### src/rtl/iobus_turn_arbiter_if.sv
// rtl/iobus_turn_arbiter_if.sv - requester/pad bus bundle for iobus_turn_arbiter
interface iobus_turn_arbiter_if #(
    parameter int NUM_REQ = 4
);
    localparam int IW = $clog2(NUM_REQ);

    logic [NUM_REQ-1:0] req;
    logic [NUM_REQ-1:0] req_dir;
    logic [NUM_REQ-1:0] gnt;
    logic [IW-1:0]      owner;
    logic               bus_oe;
    logic               bus_dir;
    logic               busy;
    logic [7:0]         preempt_cnt;

    modport master (
        output req, req_dir,
        input  gnt, owner, bus_oe, bus_dir, busy, preempt_cnt
    );

    modport slave (
        input  req, req_dir,
        output gnt, owner, bus_oe, bus_dir, busy, preempt_cnt
    );
endinterface

### src/rtl/iobus_turn_arbiter.sv
// rtl/iobus_turn_arbiter.sv - round-robin tri-state pad bus arbiter with break-before-make turnaround
// Optional forced-release counter enabled by IOBUS_TURN_ARB_STATS_EN.
module iobus_turn_arbiter #(
    parameter int NUM_REQ  = 4,
    parameter int TURN_CYC = 2,
    parameter int MAX_HOLD = 16
) (
    input  logic                 clock,
    input  logic                 reset,
    iobus_turn_arbiter_if.slave  bus
);
    localparam int IW        = $clog2(NUM_REQ);
    localparam int HW        = (MAX_HOLD > 1) ? $clog2(MAX_HOLD) : 1;
    localparam int TW        = (TURN_CYC > 1) ? $clog2(TURN_CYC) : 1;
    localparam int HOLD_LAST = (MAX_HOLD > 0) ? MAX_HOLD - 1 : 0;
    localparam int TURN_LAST = TURN_CYC - 1;

    typedef enum logic [1:0] {IDLE, OWN, TURN} state_t;

    state_t             state, state_nxt;
    logic [NUM_REQ-1:0] gnt_q, gnt_nxt;
    logic [IW-1:0]      owner_q, owner_nxt;
    logic [IW-1:0]      ptr_q, ptr_nxt;
    logic               oe_q, oe_nxt;
    logic               dir_q, dir_nxt;
    logic               busy_q, busy_nxt;
    logic [HW-1:0]      hold_q, hold_nxt;
    logic [TW-1:0]      turn_q, turn_nxt;
    logic [IW-1:0]      win, idx;
    logic               found, do_grant, force_exit;
    logic [NUM_REQ-1:0] others;

    // Search starts just after the last owner, so it has lowest priority next time.
    always_comb begin
        win   = ptr_q;
        idx   = ptr_q;
        found = 1'b0;
        for (int i = 1; i <= NUM_REQ; i++) begin
            idx = IW'((int'(ptr_q) + i) % NUM_REQ);
            if (!found && bus.req[idx]) begin
                win   = idx;
                found = 1'b1;
            end
        end
    end

    assign others     = bus.req & ~(NUM_REQ'(1) << owner_q);
    assign force_exit = (MAX_HOLD != 0) && (hold_q == HW'(HOLD_LAST)) && (|others);

    always_comb begin
        state_nxt = state;
        gnt_nxt   = gnt_q;
        owner_nxt = owner_q;
        ptr_nxt   = ptr_q;
        oe_nxt    = oe_q;
        dir_nxt   = dir_q;
        busy_nxt  = busy_q;
        hold_nxt  = hold_q;
        turn_nxt  = turn_q;
        do_grant  = 1'b0;
        case (state)
            IDLE: do_grant = found;
            OWN: begin
                if (!bus.req[owner_q] || force_exit) begin
                    state_nxt = TURN;
                    gnt_nxt   = '0;
                    oe_nxt    = 1'b0;
                    dir_nxt   = 1'b0;
                    turn_nxt  = '0;
                end else if (hold_q != HW'(HOLD_LAST)) begin
                    hold_nxt = hold_q + 1'b1;
                end
            end
            TURN: begin
                if (turn_q == TW'(TURN_LAST)) begin
                    if (found) begin
                        do_grant = 1'b1;
                    end else begin
                        state_nxt = IDLE;
                        busy_nxt  = 1'b0;
                    end
                end else begin
                    turn_nxt = turn_q + 1'b1;
                end
            end
            default: state_nxt = IDLE;
        endcase
        if (do_grant) begin
            state_nxt    = OWN;
            gnt_nxt      = '0;
            gnt_nxt[win] = 1'b1;
            owner_nxt    = win;
            ptr_nxt      = win;
            dir_nxt      = bus.req_dir[win];
            oe_nxt       = bus.req_dir[win];
            busy_nxt     = 1'b1;
            hold_nxt     = '0;
        end
    end

    always_ff @(posedge clock or posedge reset) begin
        if (reset) begin
            state   <= IDLE;
            gnt_q   <= '0;
            owner_q <= '0;
            ptr_q   <= IW'(NUM_REQ - 1);
            oe_q    <= 1'b0;
            dir_q   <= 1'b0;
            busy_q  <= 1'b0;
            hold_q  <= '0;
            turn_q  <= '0;
        end else begin
            state   <= state_nxt;
            gnt_q   <= gnt_nxt;
            owner_q <= owner_nxt;
            ptr_q   <= ptr_nxt;
            oe_q    <= oe_nxt;
            dir_q   <= dir_nxt;
            busy_q  <= busy_nxt;
            hold_q  <= hold_nxt;
            turn_q  <= turn_nxt;
        end
    end

    assign bus.gnt     = gnt_q;
    assign bus.owner   = owner_q;
    assign bus.bus_oe  = oe_q;
    assign bus.bus_dir = dir_q;
    assign bus.busy    = busy_q;

`ifdef IOBUS_TURN_ARB_STATS_EN
    logic [7:0] pc_q;
    logic       preempt;

    // A forced exit is one where the owner still wanted the bus.
    assign preempt = (state == OWN) && force_exit && bus.req[owner_q];

    always_ff @(posedge clock or posedge reset) begin
        if (reset) begin
            pc_q <= 8'd0;
        end else if (preempt && (pc_q != 8'hFF)) begin
            pc_q <= pc_q + 8'd1;
        end
    end

    assign bus.preempt_cnt = pc_q;
`else
    assign bus.preempt_cnt = 8'd0;
`endif
endmodule
### src/flat_wrapper.sv
// flat-port wrapper written by rule: the top's interface ports become plain ports
module iobus_turn_arbiter_flat 
#(
    parameter int NUM_REQ  = 4,
    parameter int TURN_CYC = 2,
    parameter int MAX_HOLD = 16
)
  (clock, reset, bus_req, bus_req_dir, bus_gnt, bus_owner, bus_bus_oe, bus_bus_dir, bus_busy, bus_preempt_cnt);
  iobus_turn_arbiter_if #(.NUM_REQ(NUM_REQ)) bus_i ();
  input  logic clock;
  input  logic reset;
  input wire logic [$bits(bus_i.req)-1:0] bus_req;
  input wire logic [$bits(bus_i.req_dir)-1:0] bus_req_dir;
  output wire logic [$bits(bus_i.gnt)-1:0] bus_gnt;
  output wire logic [$bits(bus_i.owner)-1:0] bus_owner;
  output wire logic [$bits(bus_i.bus_oe)-1:0] bus_bus_oe;
  output wire logic [$bits(bus_i.bus_dir)-1:0] bus_bus_dir;
  output wire logic [$bits(bus_i.busy)-1:0] bus_busy;
  output wire logic [$bits(bus_i.preempt_cnt)-1:0] bus_preempt_cnt;
  assign bus_i.req = bus_req;
  assign bus_i.req_dir = bus_req_dir;
  assign bus_gnt = bus_i.gnt;
  assign bus_owner = bus_i.owner;
  assign bus_bus_oe = bus_i.bus_oe;
  assign bus_bus_dir = bus_i.bus_dir;
  assign bus_busy = bus_i.busy;
  assign bus_preempt_cnt = bus_i.preempt_cnt;
  iobus_turn_arbiter #(.NUM_REQ(NUM_REQ), .TURN_CYC(TURN_CYC), .MAX_HOLD(MAX_HOLD)) u_core (.clock(clock), .reset(reset), .bus(bus_i));
endmodule
### config.mk
export PLATFORM = sky130hd
export DESIGN_NAME = iobus_turn_arbiter_flat
export DESIGN_NICKNAME = d
export VERILOG_FILES = /design/src/rtl/iobus_turn_arbiter_if.sv /design/src/rtl/iobus_turn_arbiter.sv /design/src/flat_wrapper.sv
export SDC_FILE = /design/constraint.sdc
export NUM_CORES = 1
export LEC_CHECK = 0
export ABC_CLOCK_PERIOD_IN_PS = 1800
export BUFFER_PORTS_ARGS = -buffer_cell sky130_fd_sc_hd__buf_2
export CORE_MARGIN = 5
export CORE_UTILIZATION = 50
export DETAILED_ROUTE_END_ITERATION = 16
export PLACE_DENSITY = 0.77
export SLEW_MARGIN = 10
export SYNTH_ARGS = -nofsm -noshare
export SYNTH_HDL_FRONTEND = slang
export SYNTH_SLANG_ARGS = --single-unit
### constraint.sdc
create_clock -name clock -period 1.8 [get_ports clock]
set_clock_uncertainty 0.05 [all_clocks]
set_input_delay 0.27 -clock clock [delete_from_list [all_inputs] [get_ports clock]]
set_output_delay 0.27 -clock clock [all_outputs]
set_load 0.02 [all_outputs]
==> impl_metrics.prom, run 1 <==
# TYPE chip_impl_metric gauge
chip_impl_metric{name="slew_violations",unit=""} 0
chip_impl_info{name="final_common_cell",value="sky130_fd_sc_hd__buf_2"} 1
chip_impl_metric{name="first_pass_grt_wire_length",unit="mm"} 3.51
chip_impl_metric{name="first_global_vias",unit=""} 825
chip_impl_info{name="synth_top_flop_cell",value="sky130_fd_sc_hd__dfrtp_1"} 1
chip_impl_metric{name="cts-hold-fix-buffers",unit=""} 0
chip_impl_metric{name="totalNegativeSetupSlack",unit="ps"} 0
chip_impl_metric{name="layout.nets",unit=""} 135
chip_impl_metric{name="cp_slowest_stage_delay",unit="ps"} 580
chip_impl_metric{name="synthMuxAreaShare",unit="%"} 3.32
chip_impl_metric{name="path_clk_slew",unit="ps"} 100
chip_impl_info{name="cp-start-kind",value="flop"} 1
chip_impl_metric{name="power.leakage",unit="nW"} 0.529
chip_impl_metric{name="synth_compound_area_share",unit="%"} 20.9
chip_impl_metric{name="yosysSeqAreaShare",unit="%"} 43.6
chip_impl_metric{name="antenna_violating_nets_post_route",unit=""} 0
chip_impl_metric{name="critPathRequiredTime",unit="ps"} 1910
chip_impl_metric{name="finalWorstPathRequiredPeriod",unit="ps"} 1700
chip_impl_metric{name="achievable-frequency",unit="MHz"} 589
chip_impl_info{name="layout.cells.most_common_list",value="sky130_fd_sc_hd__buf_2 (18), sky130_fd_sc_hd__dfrtp_1 (15), sky130_fd_sc_hd__nor2_1 (14), sky130_fd_sc_hd__conb_1 (8)"} 1
chip_impl_metric{name="grt_start_max_net_pins",unit=""} 18
chip_impl_metric{name="place.port_buffers",unit=""} 18
chip_impl_metric{name="power.ir.vdd_worst",unit="V"} 0.00108
chip_impl_info{name="timing.critical_path.to_type",value="flop"} 1
chip_impl_metric{name="tightestPinTransition",unit="ps"} 641
chip_impl_metric{name="routed_wirelength",unit="mm"} 2.08
chip_impl_metric{name="post_detailed_placement_cell_area",unit="um^2"} 1060
chip_impl_metric{name="synth-simple-area-share",unit="%"} 19.1
chip_impl_metric{name="groute.usage.overall",unit="%"} 16.2
chip_impl_metric{name="numClockSinks",unit=""} 17
chip_impl_metric{name="swShare",unit="%"} 43.8
chip_impl_info{name="worst_path_max_delay_cell",value="sky130_fd_sc_hd__dfstp_2"} 1
chip_impl_metric{name="worst_hold_slack",unit="ps"} 9.65
chip_impl_metric{name="die_height",unit="um"} 54.3
chip_impl_metric{name="max-slew-margin-rel",unit="%"} 57.3
chip_impl_metric{name="share_of_the_cycle_needed_by_the_critical_path_after_routing",unit="%"} 94.3
chip_impl_metric{name="synth_area_per_cell",unit="um^2"} 9.52
chip_impl_metric{name="top_level_i_o_count",unit=""} 27
chip_impl_metric{name="hpwlAfterDp",unit="mm"} 1.60
chip_impl_metric{name="detail_route.wl_per_cell",unit="um"} 13.9
chip_impl_metric{name="synth_adder_area_share",unit="%"} 1.28
chip_impl_metric{name="mappedNetlistArea",unit="um^2"} 981
chip_impl_metric{name="row_count",unit=""} 16
chip_impl_metric{name="totalPowerFinal",unit="mW"} 1.80
chip_impl_info{name="worstSetupPathType",value="flop to flop"} 1
chip_impl_info{name="cts_tree",value="yes"} 1
chip_impl_metric{name="synth.ff_latch_count",unit=""} 17
chip_impl_info{name="grt_setup_unrepaired",value="false"} 1
chip_impl_metric{name="floorplan.initialDensity",unit="%"} 51.0
chip_impl_metric{name="firstDrtPassIters",unit=""} 4
chip_impl_metric{name="synthCells",unit=""} 103
chip_impl_metric{name="drc",unit=""} 0
chip_impl_info{name="cts.root.buffer_cell",value="sky130_fd_sc_hd__clkbuf_4"} 1
chip_impl_metric{name="clk-insertion-delay-late",unit="ps"} 270
chip_impl_metric{name="stdcell_area",unit="um^2"} 1090
chip_impl_metric{name="critPathArrivalTime",unit="ps"} 1810
chip_impl_metric{name="post-route-worst-setup-slack",unit="ps"} 102
chip_impl_metric{name="preCtsSetupSlack",unit="ps"} 59.9
chip_impl_metric{name="globalRoute.totalOverflow",unit=""} 0
chip_impl_metric{name="die_width",unit="um"} 54.3
chip_impl_metric{name="clockPowerShare",unit="%"} 10.9
chip_impl_metric{name="crit_path_max_fanout",unit=""} 5
chip_impl_metric{name="post_synth_xor_area_fraction",unit="%"} 0.893
chip_impl_metric{name="antenna_violations_before_repair",unit=""} 0
chip_impl_metric{name="post_cts.repair.setup_buffers",unit=""} 0
chip_impl_metric{name="number_of_failing_setup_endpoints_in_the_final_timing_report",unit=""} 0
chip_impl_metric{name="pwr-share-seq",unit="%"} 38.4
chip_impl_metric{name="yosysUniqueCellTypes",unit=""} 40
chip_impl_metric{name="clock_tree.buffer_depth",unit=""} 2
chip_impl_metric{name="synth.yosys.warnings",unit=""} 0
chip_impl_metric{name="syn2layout_area_growth",unit="%"} 11.4
chip_impl_metric{name="switchingPower",unit="uW"} 790
chip_impl_metric{name="combPwrFrac",unit="%"} 50.7
chip_impl_info{name="timing.critical_path.max_delay_family",value="simple AND/OR/NAND/NOR gates"} 1
chip_impl_metric{name="inserted_clock_buffers",unit=""} 3
chip_impl_metric{name="cp.buffers_inverters",unit=""} 0
chip_impl_metric{name="max-cap-violations",unit=""} 0
chip_impl_metric{name="insertedDiodeCount",unit=""} 0
chip_impl_metric{name="vias_per_cell",unit=""} 5.29
chip_impl_info{name="synth_top_family_by_area",value="compound AO/OA/AOI/OAI gates"} 1
chip_impl_metric{name="pwr_density",unit="nW/um^2"} 1650
chip_impl_metric{name="die_area",unit="um^2"} 2950
chip_impl_info{name="worst_hold_path_type",value="input port to async pin"} 1
chip_impl_metric{name="final-hold-violation-count",unit=""} 0
chip_impl_metric{name="htree_num_levels",unit=""} 1
chip_impl_metric{name="drt_first_iter_violations",unit=""} 23
chip_impl_metric{name="edff_count_synth",unit=""} 0
chip_impl_metric{name="ys_async_sr_fraction",unit="%"} 100
chip_impl_metric{name="place.gp.congestion",unit=""} 0.832
chip_impl_metric{name="coreArea",unit="um^2"} 1920
chip_impl_metric{name="final_layout_size_suffix_gt1_share",unit="%"} 24.4
chip_impl_info{name="outcome",value="complete, no violations"} 1
chip_impl_metric{name="dr_total_vias",unit=""} 793
chip_impl_metric{name="post_cts.resized_instances",unit=""} 0
chip_impl_info{name="cp_cell_sequence",value="nor2b_1 -> or3_1 -> and3_1 -> a211oi_1 -> o32ai_1"} 1
chip_impl_metric{name="power_report.internal_total",unit="mW"} 1.01
## logic make-up after synthesis
kind of cell             Yosys count
XOR/XNOR                           1
flip-flops                        17
other                              1
AO/OA/AOI/OAI                     28
multiplexers                       2
adder cells (fa/ha/maj)            1
AND/OR/NAND/NOR                   37
buffers and inverters             16
## final timing paths
kind	from	endpoint	slack [ps]	cells after the start
max in group asynchronous	reset	u_core.bus.bus_oe	1280	2
max	u_core.ptr_q[0]	u_core.bus.bus_oe	100	5
min	reset	u_core.hold_q[0]	10	2
min in group clock	bus_req_dir[3]	u_core.bus.bus_oe	340	3
min reg2reg	u_core.state[1]	u_core.bus.busy	440	1
max reg2reg	u_core.ptr_q[0]	u_core.bus.bus_oe	100	5
## sequential cells by signal (all words and copies together), names as in the netlist
name and flops:
u_core.bus.owner 2, u_core.hold_q 4, u_core.bus.bus_oe 1, u_core.bus.busy 1, u_core.ptr_q 2, u_core.state 2
u_core.turn_q 1, u_core.bus.gnt 4
## synth_stat cells, types with 2 or more instances
library cell,count,area (um^2)
sky130_fd_sc_hd__inv_1,5,18.8
sky130_fd_sc_hd__o21a_1,3,22.5
sky130_fd_sc_hd__buf_4,9,67.6
sky130_fd_sc_hd__a32o_1,2,20.0
sky130_fd_sc_hd__o21ai_0,6,30.0
sky130_fd_sc_hd__and3_1,5,31.3
sky130_fd_sc_hd__nand3_1,3,15.0
sky130_fd_sc_hd__nor2_1,14,52.6
sky130_fd_sc_hd__nor2b_1,4,25.0
sky130_fd_sc_hd__dfrtp_1,15,375
sky130_fd_sc_hd__a211oi_1,2,15.0
sky130_fd_sc_hd__dfstp_2,2,52.6
sky130_fd_sc_hd__a21oi_1,2,10.0
sky130_fd_sc_hd__nand2_1,5,18.8
## routing by layer
layer  GRT usage [%]  part of all wire [%]  up-vias
met2            26.3                    49       22
met4            4.56                  0.48        0
met5               0                     0        -
li1                -                     -      395
met1            21.5                    46      374
met3            3.81                   5.1        2
## metrics by stage
stage | cells | utilization (%)
2_1_floorplan | 110 | -
3_3_place_gp | 146 | 55.3
3_5_place_dp | 146 | 55.3
4_1_cts | 150 | 56.6
5_1_grt | 150 | 56.8
6_report | 150 | 56.8
## final cells by class
type / instances / area [um^2]
inverters: 5 / 18.8
clock buffers: 4 / 26.3
repair buffers: 20 / 105
multi-input cells: 77 / 480
flip-flops and latches: 17 / 428
well taps: 27 / 33.8
fillers: 173 / 830
## power by group through the flow
stage / combinational (mW) / clock (mW) / sequential (mW)
detailed placement: 0.898 / 0 / 0.696
floorplan: 0.624 / 0 / 0.755
CTS: 0.904 / 0.201 / 0.688
global placement: 0.875 / 0 / 0.687
finish: 0.913 / 0.197 / 0.691
global route: 0.996 / 0.221 / 0.723
Power figures use the tool's default switching activity.
==> run 2: changes to the inputs <==
REMOVE_ABC_BUFFERS = 1   (was unset)
==> run 2 against run 1 <==
  * The flow now finishes with violations (negative hold slack)
  * Global-route usage rose by 0.46 points
  * Sequential power rose by 0.6%
  * Clock power rose by 5%
  * Critical path type unchanged
==> impl_metrics.prom, run 2 (synthesis results as in run 1) <==
# TYPE chip_impl_metric gauge
chip_impl_info{name="worst_path_max_delay_cell",value="sky130_fd_sc_hd__dfstp_2"} 1
chip_impl_metric{name="firstDrtPassIters",unit=""} 5
chip_impl_metric{name="max-cap-violations",unit=""} 0
chip_impl_metric{name="numClockSinks",unit=""} 17
chip_impl_info{name="cts_tree",value="yes"} 1
chip_impl_metric{name="detail_route.wl_per_cell",unit="um"} 14.2
chip_impl_metric{name="drc",unit=""} 0
chip_impl_metric{name="max-slew-margin-rel",unit="%"} 56.9
chip_impl_metric{name="share_of_the_cycle_needed_by_the_critical_path_after_routing",unit="%"} 95.5
chip_impl_info{name="timing.critical_path.max_delay_family",value="simple AND/OR/NAND/NOR gates"} 1
chip_impl_metric{name="layout.nets",unit=""} 135
chip_impl_metric{name="multi_input_gate_area_in_the_final_layout",unit="um^2"} 490
chip_impl_metric{name="layout.filler_cells",unit=""} 189
chip_impl_metric{name="clk-insertion-delay-late",unit="ps"} 290
chip_impl_metric{name="finalNonFillerCells",unit=""} 150
chip_impl_metric{name="drt_first_iter_violations",unit=""} 17
chip_impl_metric{name="critPathArrivalTime",unit="ps"} 1840
chip_impl_metric{name="switchingPower",unit="uW"} 822
chip_impl_metric{name="place.gp.congestion",unit=""} 0.822
chip_impl_metric{name="cp.buffers_inverters",unit=""} 0
chip_impl_metric{name="syn2layout_area_growth",unit="%"} 12.5
chip_impl_metric{name="preCtsSetupSlack",unit="ps"} 81.5
chip_impl_metric{name="post-route-worst-setup-slack",unit="ps"} 81.7
chip_impl_metric{name="die_width",unit="um"} 54.3
chip_impl_metric{name="pwr-share-seq",unit="%"} 37.7
chip_impl_metric{name="post_detailed_placement_cell_area",unit="um^2"} 1060
chip_impl_info{name="final_common_cell",value="sky130_fd_sc_hd__buf_2"} 1
chip_impl_info{name="cts.root.buffer_cell",value="sky130_fd_sc_hd__clkbuf_4"} 1
chip_impl_metric{name="antenna_violations_before_repair",unit=""} 0
chip_impl_metric{name="die_area",unit="um^2"} 2950
chip_impl_metric{name="pwr_density",unit="nW/um^2"} 1670
chip_impl_metric{name="cts-hold-fix-buffers",unit=""} 0
chip_impl_metric{name="numPlacedInstances",unit=""} 146
chip_impl_metric{name="top_level_i_o_count",unit=""} 27
chip_impl_info{name="cp-start-kind",value="flop"} 1
chip_impl_info{name="grt_setup_unrepaired",value="false"} 1
chip_impl_metric{name="tightestPinTransition",unit="ps"} 646
chip_impl_info{name="violated_checks",value="negative hold slack"} 1
chip_impl_metric{name="area.sequential",unit="um^2"} 428
chip_impl_metric{name="path_clk_slew",unit="ps"} 110
chip_impl_info{name="outcome",value="finished with violations"} 1
chip_impl_metric{name="stdcell_area",unit="um^2"} 1100
chip_impl_metric{name="grt_start_max_net_pins",unit=""} 18
chip_impl_metric{name="critPathRequiredTime",unit="ps"} 1920
chip_impl_metric{name="post_cts.resized_instances",unit=""} 0
chip_impl_metric{name="coreArea",unit="um^2"} 1920
chip_impl_metric{name="clockPowerShare",unit="%"} 11.2
chip_impl_metric{name="insertedDiodeCount",unit=""} 0
chip_impl_metric{name="die_height",unit="um"} 54.3
chip_impl_metric{name="achievable-frequency",unit="MHz"} 582
chip_impl_metric{name="worst_hold_slack",unit="ps"} -4.57
chip_impl_metric{name="totalNegativeSetupSlack",unit="ps"} 0
chip_impl_metric{name="number_of_failing_setup_endpoints_in_the_final_timing_report",unit=""} 0
chip_impl_metric{name="post_cts.repair.setup_buffers",unit=""} 0
chip_impl_metric{name="groute.usage.overall",unit="%"} 16.7
chip_impl_metric{name="final_layout_size_suffix_gt1_share",unit="%"} 27.6
chip_impl_metric{name="first_pass_grt_wire_length",unit="mm"} 3.59
chip_impl_info{name="worst_hold_path_type",value="input port to async pin"} 1
chip_impl_metric{name="globalRoute.totalOverflow",unit=""} 0
chip_impl_metric{name="clock_tree.buffer_depth",unit=""} 2
chip_impl_metric{name="row_count",unit=""} 16
chip_impl_metric{name="place.port_buffers",unit=""} 18
chip_impl_metric{name="swShare",unit="%"} 44.6
chip_impl_info{name="cp_cell_sequence",value="nor2b_1 -> or3_4 -> and3_1 -> a211oi_1 -> o32ai_1"} 1
chip_impl_metric{name="inserted_clock_buffers",unit=""} 3
chip_impl_metric{name="power.ir.vdd_worst",unit="V"} 0.000942
chip_impl_metric{name="antenna_violating_nets_post_route",unit=""} 0
chip_impl_metric{name="hpwlAfterDp",unit="mm"} 1.66
chip_impl_info{name="worstSetupPathType",value="flop to flop"} 1
chip_impl_metric{name="power.leakage",unit="nW"} 0.532
chip_impl_metric{name="vias_per_cell",unit=""} 5.45
chip_impl_metric{name="finalWorstPathRequiredPeriod",unit="ps"} 1720
chip_impl_metric{name="cp_slowest_stage_delay",unit="ps"} 580
chip_impl_metric{name="dr_total_vias",unit=""} 817
chip_impl_metric{name="power_report.internal_total",unit="mW"} 1.02
chip_impl_metric{name="final-hold-violation-count",unit=""} 10
chip_impl_metric{name="crit_path_max_fanout",unit=""} 5
chip_impl_info{name="timing.critical_path.to_type",value="flop"} 1
chip_impl_metric{name="slew_violations",unit=""} 0
chip_impl_metric{name="floorplan.initialDensity",unit="%"} 51.0
chip_impl_metric{name="first_global_vias",unit=""} 818
chip_impl_metric{name="combPwrFrac",unit="%"} 51.1
chip_impl_metric{name="routed_wirelength",unit="mm"} 2.14
chip_impl_info{name="layout.cells.most_common_list",value="sky130_fd_sc_hd__buf_2 (18), sky130_fd_sc_hd__dfrtp_1 (15), sky130_fd_sc_hd__nor2_1 (13), sky130_fd_sc_hd__conb_1 (8), sky130_fd_sc_hd__o21ai_0 (6)"} 1
chip_impl_metric{name="htree_num_levels",unit=""} 1
-- run 2: changes by cell type in the layout (fill, tap and decap cells not counted) --
cell                       change
sky130_fd_sc_hd__or3_4         +1
sky130_fd_sc_hd__o21ai_1       -1
sky130_fd_sc_hd__nor2_2        +1
sky130_fd_sc_hd__clkbuf_1      -1
sky130_fd_sc_hd__or3_1         -1
sky130_fd_sc_hd__o21ai_0       +1
sky130_fd_sc_hd__nand2_1       -1
sky130_fd_sc_hd__nand2_2       +1
sky130_fd_sc_hd__clkinv_2      +1
sky130_fd_sc_hd__nor2_1        -1
-- run 2: path summary, 6_finish.rpt --
path	cells after the start	slack [ps]	startpoint	end
max	5	80	u_core.ptr_q[0]	u_core.bus.bus_oe
min	2	-5	reset	u_core.bus.gnt[1]
max reg2reg	5	80	u_core.ptr_q[0]	u_core.bus.bus_oe
min reg2reg	1	430	u_core.state[1]	u_core.bus.busy
max in group asynchronous	2	1280	reset	u_core.bus.owner[1]
min in group clock	3	320	bus_req_dir[3]	u_core.bus.bus_oe
-- run 2: final cells by class --
class	instances	share of cell area, %
Multi-Input combinational cell	77	44.4
Sequential cell	17	38.8
Timing Repair Buffer	20	9.52
Tap cell	27	3.06
Clock buffer	3	2.04
Inverter	5	1.70
Clock inverter	1	0.454
-- run 2: power by group through the flow --
stage	Sequential [mW]	Combinational (mW)	Clock, mW
finish	0.695	0.942	0.207
global route	0.729	1.03	0.233
CTS	0.692	0.910	0.206
detailed placement	0.700	0.906	0
global placement	0.688	0.877	0
floorplan	0.769	0.548	0
-- run 2: metal layers --
metal / vias to the layer above / wire (um) / track usage, %
met3: 6 / 88 / 3.00
met4: 0 / 43 / 7.47
met1: 395 / 943 / 21.8
met5: - / 0 / 0
met2: 23 / 1060 / 26.7
li1: 393 / - / -
-- run 2: stage by stage --
step | power (mW) | utilization (%)
after CTS | 1.81 | 56.7
final | 1.84 | 57.4
after floorplan | 1.32 | -
after global placement | 1.56 | 55.3
after global routing | 1.99 | 57.4
after detailed placement | 1.61 | 55.3
